### src/rtl/rate_counter.sv
// rate_counter: rate-divided up/down modulo counter for seven-segment digits.
// A programmable divider produces a one-cycle tick at one of four rates; the
// counter advances on each tick and pulses wrap on terminal-count rollover.
module rate_counter #(
    parameter int unsigned WIDTH = 4,
    parameter int unsigned MOD   = 16,
    parameter int unsigned DIV_W = 28,
    parameter int unsigned RATE0 = 1,
    parameter int unsigned RATE1 = 50_000_000,
    parameter int unsigned RATE2 = 100_000_000,
    parameter int unsigned RATE3 = 200_000_000
) (
    input  logic             clock,
    input  logic             reset_n,
    input  logic [1:0]       speed,
    input  logic             run,
    input  logic             up,
    input  logic             clr,
    input  logic             load,
    input  logic [WIDTH-1:0] load_val,
    output logic [WIDTH-1:0] count,
    output logic             tick,
    output logic             wrap
);

    // Terminal count and divider reload values (period minus one).
    localparam logic [WIDTH-1:0] CNT_MAX = WIDTH'(MOD - 1);
    localparam logic [DIV_W-1:0] RELOAD0 = DIV_W'(RATE0 - 1);
    localparam logic [DIV_W-1:0] RELOAD1 = DIV_W'(RATE1 - 1);
    localparam logic [DIV_W-1:0] RELOAD2 = DIV_W'(RATE2 - 1);
    localparam logic [DIV_W-1:0] RELOAD3 = DIV_W'(RATE3 - 1);

    logic [DIV_W-1:0] div_q;
    logic [DIV_W-1:0] reload_c;
    logic [WIDTH-1:0] load_sat_c;

    // Reload value for the selected rate; only consulted when div_q hits zero,
    // so a speed change takes effect at the next reload.
    always_comb begin
        reload_c = RELOAD0;
        case (speed)
            2'b00:   reload_c = RELOAD0;
            2'b01:   reload_c = RELOAD1;
            2'b10:   reload_c = RELOAD2;
            default: reload_c = RELOAD3;
        endcase
    end

    // Loaded value is clamped so count never leaves 0..MOD-1.
    always_comb begin
        load_sat_c = load_val;
        if (load_val > CNT_MAX) begin
            load_sat_c = CNT_MAX;
        end
    end

    // Divider: ticks on the first running edge after reset/clear, then once per period.
    always_ff @(posedge clock or negedge reset_n) begin
        if (!reset_n) begin
            div_q <= '0;
            tick  <= 1'b0;
        end else if (clr) begin
            div_q <= '0;
            tick  <= 1'b0;
        end else if (!run) begin
            tick  <= 1'b0;
        end else if (div_q == '0) begin
            div_q <= reload_c;
            tick  <= 1'b1;
        end else begin
            div_q <= div_q - DIV_W'(1);
            tick  <= 1'b0;
        end
    end

    // Counter: clear, then load, then modulo step on a registered tick.
    always_ff @(posedge clock or negedge reset_n) begin
        if (!reset_n) begin
            count <= '0;
            wrap  <= 1'b0;
        end else if (clr) begin
            count <= '0;
            wrap  <= 1'b0;
        end else if (load) begin
            count <= load_sat_c;
            wrap  <= 1'b0;
        end else if (tick && up) begin
            if (count == CNT_MAX) begin
                count <= '0;
                wrap  <= 1'b1;
            end else begin
                count <= count + WIDTH'(1);
                wrap  <= 1'b0;
            end
        end else if (tick) begin
            if (count == '0) begin
                count <= CNT_MAX;
                wrap  <= 1'b1;
            end else begin
                count <= count - WIDTH'(1);
                wrap  <= 1'b0;
            end
        end else begin
            wrap  <= 1'b0;
        end
    end

endmodule

### config.mk
export PLATFORM = sky130hd
export DESIGN_NAME = rate_counter
export DESIGN_NICKNAME = d
export VERILOG_FILES = /design/src/rtl/rate_counter.sv
export SDC_FILE = /design/constraint.sdc
export NUM_CORES = 1
export LEC_CHECK = 0
export ABC_AREA = 1
export CAP_MARGIN = 10
export CELL_PAD_IN_SITES_DETAIL_PLACEMENT = 0
export CELL_PAD_IN_SITES_GLOBAL_PLACEMENT = 2
export CORE_MARGIN = 2
export CORE_UTILIZATION = 30
export CTS_BUF_LIST = sky130_fd_sc_hd__clkbuf_2
export CTS_CLUSTER_DIAMETER = 120
export DETAILED_ROUTE_END_ITERATION = 16
export GPL_ROUTABILITY_DRIVEN = 0
export PLACE_DENSITY_LB_ADDON = 0.05
export RECOVER_POWER = 25
export SLEW_MARGIN = 20
export SYNTH_ARGS = -nofsm -noshare
export SYNTH_HDL_FRONTEND = slang
export SYNTH_SLANG_ARGS = --single-unit
### constraint.sdc
create_clock -name clock -period 1.42 [get_ports clock]
set_input_delay 0.355 -clock clock [delete_from_list [all_inputs] [get_ports clock]]
set_output_delay 0.355 -clock clock [all_outputs]
set_load 0.005 [all_outputs]
==> results of run 1 <==
area by class of cell:
class                           instances  area (um^2)
Timing Repair Buffer                  108        915.9
Sequential cell                        34        850.8
Inverter                               45        186.4
Fill cell                             880         4244
Clock buffer                            6        30.03
Clock inverter                          2        8.758
Tap cell                              105        131.4
Multi-Input combinational cell        298         1725
cells in the mapped netlist (all sizes together):
cell,instances
nand2,137
nor2,72
inv,45
dfrtp,34
nand3,32
o21ai,14
ha,8
xor2,8
nand4,5
nor3,4
o22ai,4
a21oi,3
buf,3
xnor2,3
and2,2
clkbuf,2
nand3b,2
o211ai,2
a21boi,1
o221ai,1
state kept, by name (all words and copies together), names as in the netlist:
register,count
count,4
div_q,28
tick,1
wrap,1
layer usage:
metal | vias to the layer above | wire length (um)
met5 | - | 0
met4 | 0 | 75
met3 | 6 | 206
met2 | 31 | 3572
met1 | 1235 | 4135
li1 | 1415 | -
worst max-delay path, cell delays in order (launching register included):
cell and delay [ps]:
dfrtp_1 460, nor2_4 140, nand2_2 90, nor2_4 150, nand2_2 80, nor2_4 190
nand2_2 90, nand2_4 150, buf_6 130, o22ai_2 60
cells by family after synthesis:
logic type               after synthesis  share of synthesized area, %
XOR/XNOR                              11                         3.901
AO/OA/AOI/OAI                         25                         5.724
buffers and inverters                 50                         8.207
AND/OR/NAND/NOR                      254                         43.67
flip-flops                            34                         34.45
adder cells (fa/ha/maj)                8                         4.053
cells in the final DEF (no fill, tap or decap), types with 3 or more instances in the layout:
| master | n |
|---|---|
| buf_12 | 4 |
| nand2_2 | 19 |
| o21ai_2 | 4 |
| inv_1 | 38 |
| clkbuf_2 | 11 |
| nand3_2 | 6 |
| clkdlybuf4s50_1 | 10 |
| buf_4 | 75 |
| ha_1 | 4 |
| nand2_1 | 116 |
| nor2_4 | 13 |
| nor2_1 | 43 |
| buf_6 | 11 |
| inv_2 | 3 |
| xnor2_1 | 3 |
| nor2_2 | 16 |
| ha_4 | 4 |
| o21ai_1 | 6 |
| o21ai_0 | 4 |
| nand3_1 | 24 |
| dfrtp_1 | 34 |
| xor2_1 | 8 |
| nand4_1 | 5 |
what timing repair did:
action / in CTS / in global routing
resized for setup: 60 / 58
hold endpoints to repair: 12 / 0
pin swaps: 12 / 17
hold buffers: 1 / 0
setup buffers: 8 / 3
endpoints found under the setup margin: 35 / 39
final timing paths:
kind / startpoint / endpoint / slack, ps / cells after the start
setup / recovery: div_q[17] / div_q[1] / -210 / 9
hold / removal: reset_n / count[3] / 550 / 2
setup reg to reg: div_q[17] / div_q[1] / -210 / 9
hold reg to reg: div_q[27] / div_q[27] / 620 / 3
max in group asynchronous: reset_n / div_q[9] / 250 / 3
min in group clock: load_val[1] / count[1] / 590 / 3
power by group through the flow:
stage	sequential [mW]	clock (mW)	combinational, mW
final	1.54	0.500	7.49
after global routing	1.58	0.555	8.35
after CTS	1.52	0.511	7.06
after detailed placement	1.53	0	6.50
after global placement	1.53	0	6.52
after floorplan	1.61	0	3.56
==> impl_results.md, run 1 <==
* Outcome: finished, violations left
* Failing checks: setup timing
* Area of the core at a little over 8000 um^2
* Place WS at -407.3 ps
* Port buffer count at 17
* Top Ports at 18
* Mapped Nets at 402
* Setup TNS Final at -4637 ps
* Sequential share of power at 16.1%
* Total power at 9.529 mW
* Vert. Die Dim at 94.74 um
* Gr usage total at 19.69%
* Placed cell count at 581
* Switch share at roughly half
* Worst Skew at about 13 ps
* Layout cell share with drive strength beyond 1 at between 30% and 40%
* PwrDens at 2476 nW/um^2
* Final Setup Violations at 29
* Placed Area at 3398 um^2
* Final slew viol count at 0
* Synth top area cells: dfrtp_1 34%, nand2_1 20%, nor2_1 9.7%, inv_1 6.5%, nand3_1 6.5%
* Max Freq at 611.7 MHz
* DRC errors left at 0
* Root buffer cell: clkbuf_2
* H-Tree Depth at 2
* Synthesized area at roughly 2500 um^2
* Post-DR wirelength/cell at 13.36 um
* Clk_lat worst skew at around 400 ps
* Combinational share of power at around 79%
* Crit path required time at approximately 1700 ps
* Share of the synthesized area in the top cell type at about 34%
* Initial Util at 30.52%
* Largest net degree at the start of global routing at 23
* WS Path Type: flip-flop to flip-flop
* Detail Route Antenna Nets at 0
* DIE AREA at 8975 um^2
* First-pass GRT wire length at 13340 um
* Die Width at between 90 and 100 um
* Leak at ~2 nW
* Clock-pin slew on the worst setup and hold paths at 210 ps
* Syn. warnings at 0
* Tightest Pin Transition at 860.9 ps
* Worst Path Arrival at 1940 ps
* Relative slew slack at 42.61%
* Final Hold Slack at 550.0 ps
* Max_cap viols at 0
* Cell taking the most area after synthesis: dfrtp_1
* Peak supply drop at 1148 uV
* Cell-internal power at 4.867 mW
* Post-layout min period at between 1500 and 2000 ps
* Synth Area per Inst at 6.466 um^2
* Final period utilization at 115.1%
* CP endpoint kind: flip-flop
* CTS buffer count at 5
* RSZ-0062 raised after global routing: true
* Fin util at 47.56%
* Pre-Repair DR Iteration Count at 4
* Area growth from synthesis to layout at 55.83%
* Std-Cell Rows at 33
* Cells after synthesis at around 380
* Post-route cell area at 3849 um^2
* Register area share after synthesis at about a third
* Synth Register Bits at 34
* Initial antenna violation count at 0
* CP startpoint kind: flip-flop
* Vias at approximately 2700
* Grt met3 use at 3.192%
* Busiest grt layer: met2
* M1 GR Usage at 27.95%
* Nets at 512
* Total wire length at 7989 um
* Clk buf depth at 2
* Final hold vios at 0
* Clock power frac at around 5.2%
* Final worst slack at -214.7 ps
* Library cells used by synthesis at 26
* Clock sink count at 34
* Post-DP HPWL at 6270 um
* Vias per inst at 4.493
* Hold WC Path Type: primary input to asynchronous set/reset pin
* Number of global-route vias before repair at 2635
* CTS tree: done
* 1st-iter DRT viols at 78
* NetSw at 4.662 mW
* Met2 Use GR at between 30% and 40%
* Final cell count without fillers at 598
* ANT cells at 0
* GRT overflow at 0
* CP Max Fanout at 5
Power figures use the tool's default switching activity.
==> run 2, diff against run 1 <==
--- a/config.mk
+++ b/config.mk
@@ -9,7 +9,6 @@
 export CAP_MARGIN = 10
 export CELL_PAD_IN_SITES_DETAIL_PLACEMENT = 0
 export CELL_PAD_IN_SITES_GLOBAL_PLACEMENT = 2
-export CORE_MARGIN = 2
 export CORE_UTILIZATION = 30
 export CTS_BUF_LIST = sky130_fd_sc_hd__clkbuf_2
 export CTS_CLUSTER_DIAMETER = 120
@@ -17,7 +16,6 @@
 export GPL_ROUTABILITY_DRIVEN = 0
 export PLACE_DENSITY_LB_ADDON = 0.05
 export RECOVER_POWER = 25
-export SLEW_MARGIN = 20
 export SYNTH_ARGS = -nofsm -noshare
 export SYNTH_HDL_FRONTEND = slang
 export SYNTH_SLANG_ARGS = --single-unit
==> run 2 against run 1 <==
  * The run still ends with setup timing left
  * Utilization grew 1.6 points
  * First-iteration DRC count rose by 90%
  * Wire length rose by 1.2%
  * Register-to-register slack hardly changed
  * Maximum frequency fell by 0.83%
  * Cell area is 0.20% higher
  * Die area shrank 4.2%
  * Critical path type unchanged
  * Largest cell class unchanged
  * Largest power group unchanged
  * Highest routed layer unchanged
==> impl_results.md, run 2 (same netlist as run 1, synthesis figures left out) <==
* CTS buffer count at 5
* Tightest Pin Transition at 893.4 ps
* Placed cell count at 577
* Top Ports at 18
* Reg2reg end: div_q[4]
* Post-DP HPWL at 5998 um
* Final slew viol count at 0
* Vert. Die Dim at 92.74 um
* WS Path Type: flip-flop to flip-flop
* Critical Path Start: div_q[14]
* H-Tree Depth at 2
* Fillers at about 840
* Initial Util at a little under a third
* Hold WC Path Type: primary input to flip-flop
* Worst Skew at slightly above 5 ps
* R2R Setup Slk at -230 ps
* CP endpoint kind: flip-flop
* Clk_lat worst skew at about 400 ps
* Root buffer cell: clkbuf_2
* RR Startpoint: div_q[14]
* Relative slew slack at 40.44%
* Placed Area at 3374 um^2
* Worst-path cell with the longest stage delay: dfrtp_1
* Detail Route Antenna Nets at 0
* Most frequent cells in the layout: 110 x nand2_1, 76 x buf_4, 40 x nor2_1
* Vias at 2758
* ANT cells at 0
* Peak supply drop at 946.2 uV
* First-pass GRT wire length at 13770 um
* Clk buf depth at 2
* Max Freq at approximately 600 MHz
* Number of global-route vias before repair at 2801
* Outcome: finished, violations left
* Fin util at 49.14%
* CP peak stage delay at 430 ps
* Max reg flops at 28
* Post-DR wirelength/cell at 13.56 um
* CP Capture Point: div_q[4]
* Clock sink count at 34
* Post-route cell area at just under 4000 um^2
* Die Width at 92.74 um
* R2R cell count at 9
* Layout cell share with drive strength beyond 1 at 39.07%
* Final hold vios at 0
* CP Max Fanout at 6
* Crit path required time at 1770 ps
* DRC errors left at 0
* Std-Cell Rows at 32
* Worst Path Arrival at roughly 2000 ps
* Critical path cell sequence: nor2_2, nand2_2, nor2_4, nand2_2, nor2_4, buf_8, buf_8, nor3_4, o21ai_1
* CP startpoint kind: flip-flop
* Post-layout min period at 1648 ps
* Initial antenna violation count at 0
* Setup TNS Final at -4758 ps
* Most common cell after layout, fill and taps aside: nand2_1
* Total wire length at just over 8000 um
* Final period utilization at 116.1%
* Leak at 2.061 nW
* Gr usage total at 20.93%
* Largest net degree at the start of global routing at 35
* 1st-iter DRT viols at between 100 and 150
* Vias per inst at 4.628
* Final cell count without fillers at a little under 600
* Max_cap viols at 0
* Final Hold Slack at 584.9 ps
* Final Setup Violations at 28
* Area of the core at about 7800 um^2
* Most flops, register: div_q
* Area growth from synthesis to layout at 56.13%
* Largest regs: div_q (28), count (4)
* DIE AREA at 8600 um^2
* Nets at 513
* Pre-Repair DR Iteration Count at 4
* Port buffer count at 17
* Clock-pin slew on the worst setup and hold paths at 200 ps
* RSZ-0062 raised after global routing: true
* PwrDens at 2504 nW/um^2
* Final worst slack at -228.4 ps
* CTS tree: done
* GRT overflow at 0
* Failing checks: setup timing
[run 2: cell count changes in the layout (fill, tap and decap cells not counted), sizes merged]
| cell | delta |
|---|---|
| buf | +4 |
| clkbuf | -3 |
[run 2: how the worst min path moves through the flow]
stage,startpoint,endpoint,slack [ps],cells past startpoint
3_3_place_gp,reset_n,count[3],340,2
2_1_floorplan,reset_n,count[0],60,0
6_report,load_val[2],count[2],580,3
3_5_place_dp,reset_n,count[3],350,2
4_1_cts,reset_n,div_q[3],400,3
5_1_grt,load_val[2],count[2],570,3
[run 2: timing repair]
action | in CTS | in global routing
hold buffers | 1 | 0
endpoints found under the hold margin | 34 | 0
pin swaps | 20 | 30
gates resized for setup | 65 | 66
setup endpoints to repair | 35 | 36
buffers inserted | 9 | 3
cloned | 1 | 0
[run 2: worst max-delay path, delay by kind of cell, from the launching register on]
kind	cells	cell delay, ps
AOI/OAI and AO/OA	1	140
and+or+nand+nor	6	720
buffers and inverters	2	310
DFF	1	430
[run 2: cell type report]
cell class	instances	area, um^2	share of cell area [%]
clock buffer	6	30.03	0.7787
clock inverter	2	8.758	0.2271
inverter	45	186.4	4.835
multi-input combinational	298	1744	45.23
sequential	34	850.8	22.06
tap	102	127.6	3.310
timing repair buffer	109	908.4	23.56
[run 2: metrics by stage]
step                worst slack [ps]  power (mW)
floorplan                     -24.44       5.172
global placement              -408.2       7.894
detailed placement            -374.7       7.883
CTS                           -196.2       9.131
global route                  -303.7       10.58
finish                        -228.4       9.654
[run 2: per-layer routing]
layer / track usage (%) / part of all wire, % / vias up
met4: 5.000 / 1.0 / 0
met2: 34.32 / 45 / 43
met1: 29.11 / 50 / 1292
met3: 2.709 / 3.8 / 7
li1: - / - / 1416
met5: 0 / 0 / -
[run 2: power breakdown]
group | internal, mW | total [mW] | switching (mW)
Sequential | 1.29 | 1.54 | 0.253
Combinational | 3.45 | 7.61 | 4.16
Clock | 0.121 | 0.501 | 0.380
Total | 4.86 | 9.65 | 4.79
==> run 3, diff against run 2 <==
--- a/config.mk
+++ b/config.mk
@@ -9,6 +9,7 @@
 export CAP_MARGIN = 10
 export CELL_PAD_IN_SITES_DETAIL_PLACEMENT = 0
 export CELL_PAD_IN_SITES_GLOBAL_PLACEMENT = 2
+export CORE_ASPECT_RATIO = 0.75
 export CORE_UTILIZATION = 30
 export CTS_BUF_LIST = sky130_fd_sc_hd__clkbuf_2
 export CTS_CLUSTER_DIAMETER = 120
==> run 3 against run 2 <==
  * The flow still finishes with violations (setup timing)
  * Cell area is 4.3% lower
  * Sequential power hardly changed
  * Clock-buffer cell count is 1 lower
  * First-iteration DRC count is 13% higher
  * Setup slack better by 51 ps
  * Final cell count is 0.84% higher
  * Sequential share of layout area is 1.0 points higher
  * Wire length is 2.2% higher
  * Critical path depth stayed put
  * Die area hardly changed
  * Worst hold slack worse by 23 ps
  * Critical path type unchanged
==> impl_results.md, run 3 (same netlist as run 1, synthesis figures left out) <==
* Total power at 9.313 mW
* CP peak stage delay at 450 ps
* Final worst slack at -177.6 ps
* Port buffer count at 17
* Largest net degree at the start of global routing at 35
* Root buffer cell: clkbuf_2
* Clk buf depth at 2
* Hold WC Path Type: primary input to flip-flop
* Post-layout min period at 1598 ps
* H-Tree Depth at 2
* Die Width at 106.8 um
* Nets at 517
* Layout cell share with drive strength beyond 1 at 34.27%
* Detail Route Antenna Nets at 0
* Final period utilization at 112.5%
* CP startpoint kind: flip-flop
* Pre-Repair DR Iteration Count at 4
* GRT overflow at 0
* Post-DR wirelength/cell at ~14 um
* Clock sink count at 34
* Peak supply drop at between 800 and 900 uV
* Largest regs: div_q (28), count (4)
* Initial Util at between 30% and 40%
* CP Buf/Inv Count at 1
* Clk_lat worst skew at 420 ps
* Relative slew slack at roughly 42%
* Vias at 2700
* Outcome: finished, violations left
* Final slew viol count at 0
* Placed Area at roughly 3400 um^2
* Vias per inst at 4.493
* CP endpoint kind: flip-flop
* Fin util at around 47%
* Final hold vios at 0
* DRC errors left at 0
* Worst Path Arrival at 1920 ps
* Area of the core at 7918 um^2
* Post-route cell area at 3690 um^2
* Final Setup Violations at 29
* 1st-iter DRT viols at 167
* WS Path Type: flip-flop to flip-flop
* Max reg flops at 28
* Gr usage total at around a fifth
* ANT cells at 0
* Worst Skew at 11.24 ps
* Reg area at 850.8 um^2
* Number of global-route vias before repair at 2633
* Place WS at -345.7 ps
* Final cell count without fillers at 601
* Total wire length at 8260 um
* Most flops, register: div_q
* Tightest Pin Transition at 866.3 ps
* Placed cell count at 585
* Leak at 1.989 nW
* RSZ-0062 raised after global routing: true
* Footprint of the multi-input gates at 1610 um^2
* Failing checks: setup timing
* Max_cap viols at 0
* CTS tree: done
* Initial antenna violation count at 0
* PwrDens at 2524 nW/um^2
* First-pass GRT wire length at 13580 um
* CP Max Fanout at 5
* Std-Cell Rows at 28
* Clock-pin slew on the worst setup and hold paths at 190 ps
* Max Freq at 626.0 MHz
* Most common cell after layout, fill and taps aside: nand2_1
* CTS buffer count at 5
* Most frequent cells in the layout: 118 x nand2_1, 87 x buf_4, 44 x nor2_1
* Vert. Die Dim at 80.58 um
* Worst-path cell with the longest stage delay: dfrtp_1
* Crit path required time at around 1700 ps
* Area growth from synthesis to layout at 49.39%
* DIE AREA at 8604 um^2
* Post-DP HPWL at 6282 um
* Top delay family on crit path: simple AND/OR/NAND/NOR gates
* Fillers at 872
* Critical path cell sequence: nor2_2, nand2_1, nor2_4, nand2_2, nor2_4, buf_4, nor2_1, nor2_2, nor2_1
* Top Ports at 18
## run 3: changes by cell type in the layout (fill, tap and decap cells not counted), moves of 5 or more
cell,change
nand2_2,-5
nand3_1,+5
buf_4,+11
nor2_2,-7
nand2_1,+8
## run 3: worst paths after layout
path / startpoint / endpoint / slack (ps) / depth (start not counted)
worst max-delay path: div_q[23] / div_q[9] / -180 / 9
worst min-delay path: load_val[1] / count[1] / 560 / 3
worst max register to register: div_q[23] / div_q[9] / -180 / 9
worst min register to register: div_q[25] / div_q[25] / 610 / 3
max in group asynchronous: reset_n / div_q[27] / 230 / 3
min in group asynchronous: reset_n / div_q[14] / 650 / 3
## run 3: power breakdown
group / leakage [nW] / switching [mW] / total [mW] / internal (mW)
registers: 0.458 / 0.284 / 1.57 / 1.29
logic: 1.51 / 3.87 / 7.27 / 3.40
clock network: 0.0223 / 0.377 / 0.474 / 0.0976
## run 3: worst reg2reg max path: cells and delay by family (launching register included)
| kind | cells | cell delay [ps] |
|---|---|---|
| buffers and inverters | 1 | 170 |
| DFF | 1 | 450 |
| and+or+nand+nor | 8 | 890 |
## run 3: metal layers
metal,track usage [%],vias up,share of wire (%),wire [um]
met1,32.50,1226,54,4484
met5,0,-,0,0
met3,3.247,8,5.3,440
met2,29.87,43,39,3249
met4,5.342,0,1.0,86
li1,-,1423,-,-
## run 3: final cells by class
cell class                      count  share of cell area, %
Clock inverter                      1                 0.1017
Tap cell                          105                  3.561
Sequential cell                    34                  23.06
Timing Repair Buffer              113                  24.31
Multi-Input combinational cell    298                  43.64
Inverter                           45                  4.646
Clock buffer                        5                 0.6782
## run 3: what timing repair did
item,CTS,global route
hold buffers,1,0
hold endpoints to repair,34,0
pin swaps,10,12
setup buffers,7,2
setup endpoints to repair,35,35
gates resized for setup,54,37
## run 3: through the flow
stage / setup TNS (ps) / hold slack [ps]
CTS: -3804 / 374.3
detailed placement: -8671 / 340.4
finish: -3972 / 561.5
global route: -7676 / 569.2
floorplan: -223.6 / 59.41
global placement: -8196 / 336.7
